===== src/rtl/wb_arbiter_2m.sv =====
// wb_arbiter_2m: two-master / one-slave pipelined Wishbone arbiter.
// M0 (instruction fetch) and M1 (load/store) share one 32-bit slave. The owner
// holds the bus for a whole cyc. Every hand-over passes through one IDLE cycle.
// An outstanding counter stops the owner from issuing more than MAX_OUTST
// un-acked strobes.
// Optional feature: define WBARB_ROUND_ROBIN_EN to replace fixed M0 priority
// with alternating grants on ties.
module wb_arbiter_2m #(
  parameter int MAX_OUTST = 4
) (
  input  logic        i_clk,
  input  logic        i_rst_n,
  input  logic        i_m0_cyc,
  input  logic        i_m0_stb,
  input  logic        i_m0_we,
  input  logic [31:0] i_m0_addr,
  input  logic [3:0]  i_m0_sel,
  input  logic [31:0] i_m0_data,
  output logic        o_m0_ack,
  output logic        o_m0_err,
  output logic        o_m0_stall,
  output logic [31:0] o_m0_data,
  input  logic        i_m1_cyc,
  input  logic        i_m1_stb,
  input  logic        i_m1_we,
  input  logic [31:0] i_m1_addr,
  input  logic [3:0]  i_m1_sel,
  input  logic [31:0] i_m1_data,
  output logic        o_m1_ack,
  output logic        o_m1_err,
  output logic        o_m1_stall,
  output logic [31:0] o_m1_data,
  output logic        o_s_cyc,
  output logic        o_s_stb,
  output logic        o_s_we,
  output logic [31:0] o_s_addr,
  output logic [3:0]  o_s_sel,
  output logic [31:0] o_s_data,
  input  logic        i_s_ack,
  input  logic        i_s_err,
  input  logic        i_s_stall,
  input  logic [31:0] i_s_data,
  output logic [1:0]  o_owner
);
  localparam int CW = $clog2(MAX_OUTST + 1);
  localparam logic [CW-1:0] CNT_MAX = CW'(MAX_OUTST);

  // Encoding doubles as the o_owner value.
  typedef enum logic [1:0] {IDLE = 2'b00, OWN0 = 2'b01, OWN1 = 2'b10} state_t;

  state_t          state, state_nxt;
  logic [CW-1:0]   cnt, cnt_nxt;
  logic            full, accept, resp, own_cyc, tie_m1;
`ifdef WBARB_ROUND_ROBIN_EN
  logic            last_m1, last_m1_nxt;
`endif

  assign full = (cnt == CNT_MAX);

  // State, outstanding count and last grant; reset drops the bus immediately.
  always_ff @(posedge i_clk or negedge i_rst_n) begin
    if (!i_rst_n) begin
      state   <= IDLE;
      cnt     <= '0;
`ifdef WBARB_ROUND_ROBIN_EN
      last_m1 <= 1'b1;
`endif
    end else begin
      state   <= state_nxt;
      cnt     <= cnt_nxt;
`ifdef WBARB_ROUND_ROBIN_EN
      last_m1 <= last_m1_nxt;
`endif
    end
  end

  // Arbitration, release and counter bookkeeping.
  always_comb begin
    state_nxt = state;
    cnt_nxt   = cnt;
    accept    = o_s_stb & ~i_s_stall;
    // Responses in IDLE are dropped, so they never touch the counter.
    resp      = (state != IDLE) & (i_s_ack | i_s_err);
    own_cyc   = (state == OWN0) ? i_m0_cyc : i_m1_cyc;
`ifdef WBARB_ROUND_ROBIN_EN
    last_m1_nxt = last_m1;
    tie_m1      = ~last_m1;
`else
    tie_m1      = 1'b0;
`endif
    case (state)
      IDLE: begin
        cnt_nxt = '0;
        if (i_m0_cyc && i_m1_cyc) state_nxt = tie_m1 ? OWN1 : OWN0;
        else if (i_m0_cyc)        state_nxt = OWN0;
        else if (i_m1_cyc)        state_nxt = OWN1;
      end
      OWN0, OWN1: begin
        if (!own_cyc) begin
          // Release: an early drop with strobes in flight is silently abandoned.
          state_nxt = IDLE;
          cnt_nxt   = '0;
`ifdef WBARB_ROUND_ROBIN_EN
          last_m1_nxt = (state == OWN1);
`endif
        end else if (accept && !resp) begin
          cnt_nxt = cnt + CW'(1);
        end else if (resp && !accept && cnt != '0) begin
          cnt_nxt = cnt - CW'(1);
        end
      end
      default: state_nxt = IDLE;
    endcase
  end

  // Bus steering: owner mirrors to the slave, the other master is held off.
  always_comb begin
    o_s_cyc    = 1'b0;
    o_s_stb    = 1'b0;
    o_s_we     = 1'b0;
    o_s_addr   = '0;
    o_s_sel    = '0;
    o_s_data   = '0;
    o_m0_ack   = 1'b0;
    o_m0_err   = 1'b0;
    o_m0_data  = '0;
    o_m0_stall = i_m0_cyc;
    o_m1_ack   = 1'b0;
    o_m1_err   = 1'b0;
    o_m1_data  = '0;
    o_m1_stall = i_m1_cyc;
    o_owner    = state;
    case (state)
      OWN0: begin
        o_s_cyc    = i_m0_cyc;
        o_s_stb    = i_m0_stb & ~full;
        o_s_we     = i_m0_we;
        o_s_addr   = i_m0_addr;
        o_s_sel    = i_m0_sel;
        o_s_data   = i_m0_data;
        o_m0_stall = i_s_stall | full;
        o_m0_ack   = i_s_ack;
        o_m0_err   = i_s_err;
        o_m0_data  = i_s_data;
      end
      OWN1: begin
        o_s_cyc    = i_m1_cyc;
        o_s_stb    = i_m1_stb & ~full;
        o_s_we     = i_m1_we;
        o_s_addr   = i_m1_addr;
        o_s_sel    = i_m1_sel;
        o_s_data   = i_m1_data;
        o_m1_stall = i_s_stall | full;
        o_m1_ack   = i_s_ack;
        o_m1_err   = i_s_err;
        o_m1_data  = i_s_data;
      end
      default: ;
    endcase
  end
endmodule

===== config.mk =====
export PLATFORM = sky130hd
export DESIGN_NAME = wb_arbiter_2m
export DESIGN_NICKNAME = d
export VERILOG_FILES = /design/src/rtl/wb_arbiter_2m.sv
export SDC_FILE = /design/constraint.sdc
export NUM_CORES = 1
export LEC_CHECK = 0
export CAP_MARGIN = 25
export CELL_PAD_IN_SITES_DETAIL_PLACEMENT = 2
export CELL_PAD_IN_SITES_GLOBAL_PLACEMENT = 2
export CORE_MARGIN = 10
export CORE_UTILIZATION = 10
export DETAILED_ROUTE_END_ITERATION = 10
export GPL_ROUTABILITY_DRIVEN = 0
export GPL_TIMING_DRIVEN = 1
export PLACE_DENSITY = 0.89
export SKIP_CTS_REPAIR_TIMING = 1
export SYNTH_ARGS = -nofsm -noshare
export SYNTH_HDL_FRONTEND = slang
export SYNTH_SLANG_ARGS = --single-unit
export TNS_END_PERCENT = 50

===== constraint.sdc =====
create_clock -name i_clk -period 6.15 [get_ports i_clk]
set_input_delay 0.615 -clock i_clk [delete_from_list [all_inputs] [get_ports i_clk]]
set_output_delay 0.615 -clock i_clk [all_outputs]
set_load 0.1 [all_outputs]

==> summary.md <==
| Metric | Value |
|---|---|
| Status | `complete, no violations` |
| MaxCap Viol Count | `0` |
| Worst setup SP type | `register` |
| Fmax | `241.9 MHz` |
| Clock buffer depth | `2` |
| Total track usage | `0.1211` |
| Mean Syn Cell Area | `6.795 um2` |
| IO Port Bufs | `321` |
| Power Density | `610.0 mW/mm2` |
| Syn nets | `475` |
| Peak VDD IR | `0.0002278 V` |
| TritonRoute pass-1 iters | `4` |
| Root buffer cell | `clkbuf_16` |
| Setup ws final | `2.015 ns` |
| Share of cells above drive strength 1 | `0.02721` |
| Post-synth cell types | `31` |
| Synthesized area | `0.001971 mm2` |
| Non-Filler Instances | `853` |
| Worst-path clk slew | `0.04 ns` |
| Hold path start | `cnt[0]` |
| Total CTS buffers | `3` |
| DIE AREA | `0.02572 mm2` |
| Worst path slowest cell | `clkdlybuf4s50_1` |
| Crit. End Element | `output pin` |
| Crit path from | `o_owner[0]` |
| Final Max Slew Viols | `0` |
| Critical path's top delay family | `buffers and inverters` |
| Worst-path cell chain | `inv_1 -> ha_2 -> buf_4 -> a22oi_1 -> nor2b_1 -> clkdlybuf4s50_1` |
| Vias in the first global route | `3965` |
| Dpl ws | `2.190 ns` |
| Die Width | `160.4 um` |
| Area growth from synthesis to layout | `180.1%` |
| Total power | `3.367 mW` |
| Dpl cells | `849` |
| # IOs | `322` |
| Largest net degree at the start of global routing | `80` |
| Clock Latency Late Sink | `0.23 ns` |
| Final Cycle Share | `0.6723` |
| # H-tree levels | `1` |
| Setup violators final | `0` |
| Row Count | `51` |
| First-pass GRT wire length | `24.94 mm` |
| Leakage power | `1.866 nW` |
| R2R setup slack | `2.99 ns` |
| Via count | `3432` |
| Crit Reg-Reg Endpoint | `cnt[2]` |
| Final Hold Viols | `0` |
| Wirelength, routed | `16.88 mm` |
| Setup TNS after final layout | `0 ns` |
| Setup Skew | `0.001816 ns` |
| CP max FO | `45` |
| Minimum clock period | `4.135 ns` |
| Setup CP Type | `register to output pin` |
| Core Box Area | `0.01940 mm2` |
| GR Overflow Total | `0` |
| RSZ-0062 raised after global routing | `no` |
| WL/cell | `19.79 um` |
| # nets final | `774` |
| Worst min path class | `register to register` |
| Iter 0 DRT Violations | `107` |
| FF-to-FF Start | `o_owner[0]` |
| Worst R2R Path Depth | `8` |
| Gate count after technology mapping | `290` |
| # diodes | `0` |
| Initial Util | `0.1016` |
| Slowest cell delay on critical path | `1.16 ns` |
| Vias per inst | `4.023` |
| Instance count on the critical path | `6` |
| Worst path required time | `5.53 ns` |
| Max-slew headroom | `0.3040` |
| Post-detail-place hpwl | `14.51 mm` |
| CTS tree | `done` |
| Worst setup path end | `o_s_sel[1]` |
| Die H | `160.4 um` |
| DRC violations left | `0` |
| Synth Warn # | `0` |
| Least-Margin Pin Slew | `1.041 ns` |
| WP buf/inv | `3` |
| Initial antenna violation count | `0` |
| CTS Sinks | `5` |
| Final ANT Viol Nets | `0` |
| FF+latch count, synth | `5` |
| WP data arrival | `3.52 ns` |
| Post-synthesis sequential area ratio | `0.06349` |
## where the power goes
group | internal [mW] | switching (mW)
registers | 0.0404 | 0.0134
clock network | 0.0862 | 0.0239
logic | 0.806 | 2.40
## registers in the layout, indices dropped and copies added (netlist names)
name / flops
cnt: 3
o_owner: 2
## cell families (layout without fill, tap and decap cells)
family	count (synthesis)	after routing	share of synthesized area
muxes	2	2	0.01270
and+or+nand+nor	152	152	0.4781
adders and majority gates	6	6	0.04191
AOI/OAI and AO/OA	87	87	0.3270
buffers and inverters	38	336	0.07682
DFF	5	5	0.06349
## metal layers
| metal | vias to the layer above | part of all wire | global-route usage |
|---|---|---|---|
| met5 | - | 0 | 0 |
| li1 | 1605 | - | - |
| met2 | 196 | 0.51 | 0.2244 |
| met4 | 0 | 0.0044 | 0.01210 |
| met3 | 6 | 0.11 | 0.05803 |
| met1 | 1625 | 0.37 | 0.1244 |
## how the worst min path moves through the flow
stage               endpoint  slack [ns]  cells after the start
floorplan             cnt[0]        0.32                      0
finish                cnt[0]        0.57                      1
global placement      cnt[0]        0.55                      1
global route          cnt[0]        0.59                      1
CTS                   cnt[0]        0.58                      1
detailed placement    cnt[0]        0.57                      1
## synth_stat cells (all sizes together)
library cell,instances,share of area
ha,5,0.032
a22oi,69,0.26
dfrtp,5,0.063
mux2,1,0.0076
clkbuf,29,0.055
inv,6,0.011
nor2,3,0.0057
o22ai,1,0.0063
a2111oi,1,0.0076
a21boi,1,0.0038
o21ai,1,0.0025
mux2i,1,0.0051
o21bai,2,0.0076
nand2,3,0.0057
nor2b,70,0.22
fa,1,0.010
nand3,1,0.0025
a21oi,8,0.020
nand2b,2,0.0063
o211ai,1,0.0038
or3,1,0.0032
and3,1,0.0032
a31oi,1,0.0032
and2,69,0.22
buf,3,0.010
and4,1,0.0057
a22o,2,0.0089
or3b,1,0.0044
## metrics by stage
step                      area [um2]  utilization  hold WS, ns
after global placement          5441       0.2805       0.5497
after CTS                       5520       0.2846       0.5769
after floorplan                 1971            -       0.3194
after detailed placement        5441       0.2805       0.5741
after global routing            5520       0.2846       0.5921
final                           5520       0.2846       0.5652
## cell type report
cell class	instances	area, um2
tap	265	331.6
fill	2254	13880
timing repair buffer	326	3251
inverter	6	22.52
clock buffer	4	78.83
multi-input combinational	247	1712
sequential	5	125.1
## placed cells by master, fill, tap and decap left out, types with 2 or more instances in the layout
master,Yosys,layout
a22o_1,2,2
inv_1,5,5
nor2_1,3,3
clkdlybuf4s50_1,0,321
o21bai_1,2,2
buf_4,0,5
and2_1,69,69
ha_2,0,2
clkbuf_16,0,3
ha_1,5,2
a22oi_1,69,69
dfrtp_1,5,5
nand2b_1,2,2
nand2_1,3,3
nor2b_1,70,70
a21oi_1,8,8
No activity file was read; power rests on OpenSTA's default activity.
==> variant 1, RTL diff (same settings) <==
Change the parameter `MAX_OUTST` from 4 to 16.
--- a/src/rtl/wb_arbiter_2m.sv
+++ b/src/rtl/wb_arbiter_2m.sv
@@ -6,7 +6,7 @@
 // Optional feature: define WBARB_ROUND_ROBIN_EN to replace fixed M0 priority
 // with alternating grants on ties.
 module wb_arbiter_2m #(
-  parameter int MAX_OUTST = 4
+  parameter int MAX_OUTST = 16
 ) (
   input  logic        i_clk,
   input  logic        i_rst_n,
Formal check against the unedited RTL: not equivalent (Yosys sat finds a counterexample within 10 cycles, from zero or initial values and one cycle with i_rst_n low).
==> variant 1 against the unedited design <==
  * Wire length rose by 7.9%
  * Critical path depth did not move
  * Area after synthesis rose by 11%
  * Setup slack improved by 0.077 ns
  * Critical path type unchanged
  * Final area rose by 4.6%
  * Sequential cell count rose by 2
  * Total power rose by 3.0%
  * Critical endpoint is now o_s_data[1]
  * Core utilization fell by 1.8 points
  * Via count rose by 3.3%
==> variant 1: results <==
group,metric,value,unit
status,outcome,"finished, final reports clean",
global_routing,grt.total_usage,11.7,%
synth,synth_cell_type_count,40,
synth,syn-num-nets,499,
global_routing,grt.met3_usage,2.21,%
cells_and_area,largest_register_ffs,5,
placement,placed_cell_area,0.00569,mm^2
critical_path,r2r_end,"cnt[4]",
synth,synth.area.top_cells,"a22oi_1 24%, nor2b_1 20%, and2_1 20%",
global_routing,grt_pass1_wl,26300,um
critical_path,crit_path_end,"o_s_data[1]",
global_routing,grt_max_degree,93,
synth,syn_avg_cell_area,7.06,um^2
global_routing,grt_use_met1,11.8,%
critical_path,r2r_slack,2.73,ns
critical_path,r2r.worst_path.cells,11,
cells_and_area,finalNetCount,797,
detailed_routing,wl_per_cell,20.5,um
synth,synthTopCellsByCount,"70 x nor2b_1, 69 x a22oi_1, 69 x and2_1",
critical_path,cp.arrival,3.44,ns
placement,dp_cells,884,
synth,synth-seq-area-share,7.98,%
critical_path,worstPathMaxFanout,70,
timing,whs,0.599,ns
global_routing,met2_usage,24.2,%
cells_and_area,drive_gt1_share,3.95,%
timing,worstMarginPinSlew,1.06,ns
detailed_routing,viasPerCell,3.99,
global_routing,grt_pass1_vias,4120,
[variant 1: stage by stage]
stage	worst slack [ns]	total power [uW]
after floorplan	1.67	2550
after detailed placement	2.25	3400
after CTS	1.97	3510
final	2.09	3470
after global placement	2.34	3360
after global routing	1.86	3620
[variant 1: where the power goes]
| group | internal [uW] | total [uW] | switching [uW] |
|---|---|---|---|
| Clock | 85.4 | 111 | 25.4 |
| Sequential | 56.5 | 73.9 | 17.4 |
| Combinational | 837 | 3280 | 2450 |
| Total | 979 | 3470 | 2490 |
[variant 1: kinds of logic after synthesis]
| kind of cell | Yosys count | synth area share, % |
|---|---|---|
| buffers and inverters | 36 | 6.27 |
| muxes | 2 | 1.20 |
| adders and majority gates | 9 | 5.47 |
| DFF | 7 | 7.98 |
| and+or+nand+nor | 164 | 46.8 |
| xor gates and xnor gates | 2 | 0.798 |
| AOI/OAI and AO/OA | 91 | 31.5 |
[variant 1: worst min-delay path by stage]
stage,end,depth (start not counted),from
floorplan,cnt[0],0,i_rst_n
global placement,cnt[3],1,cnt[3]
detailed placement,cnt[3],1,cnt[3]
CTS,cnt[3],1,cnt[3]
global route,cnt[3],1,cnt[3]
finish,cnt[3],1,cnt[3]
[variant 1: routing by layer]
metal,share of wire (%),vias to the layer above
met5,0,-
met4,1.2,0
met3,5.5,10
met2,58,123
met1,35,1723
li1,-,1690
[variant 1: layout make-up]
class                      count  area (um^2)
antenna                        1         2.50
clock buffer                   3         75.1
clock inverter                 1         5.00
fill                        2489        15900
inverter                       4         15.0
multi-input combinational    268         1910
sequential                     7          175
tap                          280          350
timing repair buffer         325         3240
[variant 1: worst register-to-register path: cells and delay by family (launching register included)]
family,cells,cell delay (ns)
mux,1,0.40
compound gates,3,0.50
flops,1,0.43
fa+ha+maj,2,0.98
simple gates,4,0.76
buf+inv,1,0.20
==> variant 2, RTL diff (same flow settings) <==
Made on the original files. Make the reset (`i_rst_n`) synchronous in one clocked block.
--- a/src/rtl/wb_arbiter_2m.sv
+++ b/src/rtl/wb_arbiter_2m.sv
@@ -58,7 +58,7 @@
   assign full = (cnt == CNT_MAX);
 
   // State, outstanding count and last grant; reset drops the bus immediately.
-  always_ff @(posedge i_clk or negedge i_rst_n) begin
+  always_ff @(posedge i_clk) begin
     if (!i_rst_n) begin
       state   <= IDLE;
       cnt     <= '0;
Function: differs if i_rst_n is asserted again (counterexample within 4 cycles, from zero or initial values and one cycle with i_rst_n low); with i_rst_n held inactive, the same outputs for 10 cycles.
==> variant 2 against the unedited design <==
  * Wire length increased by 3.7%
  * Sequential cell count is the same
  * Sequential share of layout area down 0.46 points
  * Area after synthesis is 0.76% higher
  * Register-to-register slack got worse by 0.09 ns
  * Largest cell class unchanged
  * First-iteration DRC count did not move
  * Critical path depth unchanged
  * Setup slack improved by 0.18 ns
  * Maximum frequency grew 4.6%
  * Final area increased by 0.57%
  * Highest routed layer is now met5
Power is left out: it rests on default switching activity, and per cell area and clock period it moved more than threefold.
==> variant 2: results <==
group,metric,value,unit
critical_path,cp.arrival,3.34,ns
cts,root_buffer,"clkbuf_16",
synth,syn-num-nets,480,
synth,synth-seq-area-share,5.04,%
global_routing,grt_pass1_vias,3947,
critical_path,r2r_end,"cnt[1]",
global_routing,grt_pass1_wl,25600,um
critical_path,r2r_slack,2.90,ns
synth,synthFlopType,"dfxtp_1",
synth,synthTopCellsByCount,"71 x nor2b_1, 70 x a22oi_1, 69 x and2_1",
hold_path,hold_end,"cnt[1]",
detailed_routing,routed_wl,17500,um
cells_and_area,drive_gt1_share,2.87,%
hold_path,worstHoldStart,"cnt[1]",
placement,hpwl,14900,um
synth,synth_cell_type_count,32,
global_routing,antenna_found_initial,1,
timing,whs,0.530,ns
critical_path,worstPathMaxFanout,78,
hold_path,holdPathStages,2,
cells_and_area,nFillCells,2323,
critical_path,reg2reg_from,"o_owner[1]",
global_routing,grt_max_degree,79,
detailed_routing,vias,3447,
synth,synth.area.top_cells,"a22oi_1 26%, nor2b_1 22%, and2_1 22%",
timing,worstMarginPinSlew,1.06,ns
cts,htree_levels,1,
cells_and_area,finalNetCount,779,
global_routing,grt.total_usage,12.5,%
synth,synthArstFlopShare,0,%
status,outcome,"finished, final reports clean",
-- variant 2: stage by stage --
step / utilization, % / worst slack (ns) / std cells / area, um^2
after floorplan: - / 2.08 / 295 / 1990
after global placement: 27.9 / 2.31 / 853 / 5450
after detailed placement: 27.9 / 2.23 / 853 / 5450
after CTS: 28.3 / 2.00 / 857 / 5530
after global routing: 28.4 / 1.97 / 858 / 5550
final: 28.4 / 2.20 / 858 / 5550
-- variant 2: logic make-up (layout without fill, tap and decap cells) --
| group | count (synthesis) | after routing | share of synthesized area, % |
|---|---|---|---|
| and+or+nand+nor | 156 | 156 | 48.9 |
| DFF | 5 | 5 | 5.04 |
| buffers and inverters | 38 | 336 | 7.44 |
| AOI/OAI and AO/OA | 87 | 87 | 32.7 |
| xor gates and xnor gates | 1 | 1 | 0.441 |
| muxes | 2 | 2 | 1.32 |
| adders and majority gates | 6 | 6 | 4.16 |
-- variant 2: per-layer routing --
metal | track usage [%] | share of wire (%) | routed length [um] | vias up
met5 | 0 | 0.057 | 10 | -
met4 | 1.32 | 0.53 | 93 | 2
met3 | 4.63 | 8.8 | 1540 | 9
met2 | 24.2 | 54 | 9470 | 154
met1 | 12.8 | 36 | 6390 | 1649
li1 | - | - | - | 1633
-- variant 2: worst max path at each step --
stage	start	endpoint	slack, ns	depth (start not counted)
2_1_floorplan	o_owner[1]	o_s_data[13]	2.08	6
3_3_place_gp	o_owner[0]	o_s_addr[11]	2.31	6
3_5_place_dp	o_owner[0]	o_s_addr[8]	2.23	6
4_1_cts	o_owner[0]	o_s_addr[8]	2.00	6
5_1_grt	o_owner[1]	o_s_addr[17]	1.97	6
6_report	o_owner[1]	o_s_data[6]	2.20	6
-- variant 2: final cells by class --
cell class | count | area [um^2] | area share, %
Timing Repair Buffer | 326 | 3260 | 58.8
Tap cell | 265 | 332 | 5.97
Clock buffer | 4 | 78.8 | 1.42
Multi-Input combinational cell | 252 | 1760 | 31.6
Inverter | 6 | 22.5 | 0.406
Sequential cell | 5 | 100 | 1.80
-- variant 2: critical path, delay by kind of cell (launching register included) --
| family | cells | cell delay [ns] |
|---|---|---|
| buf+inv | 3 | 1.77 |
| fa+ha+maj | 1 | 0.69 |
| flops | 1 | 0.35 |
| simple gates | 1 | 0.13 |
| compound gates | 1 | 0.12 |
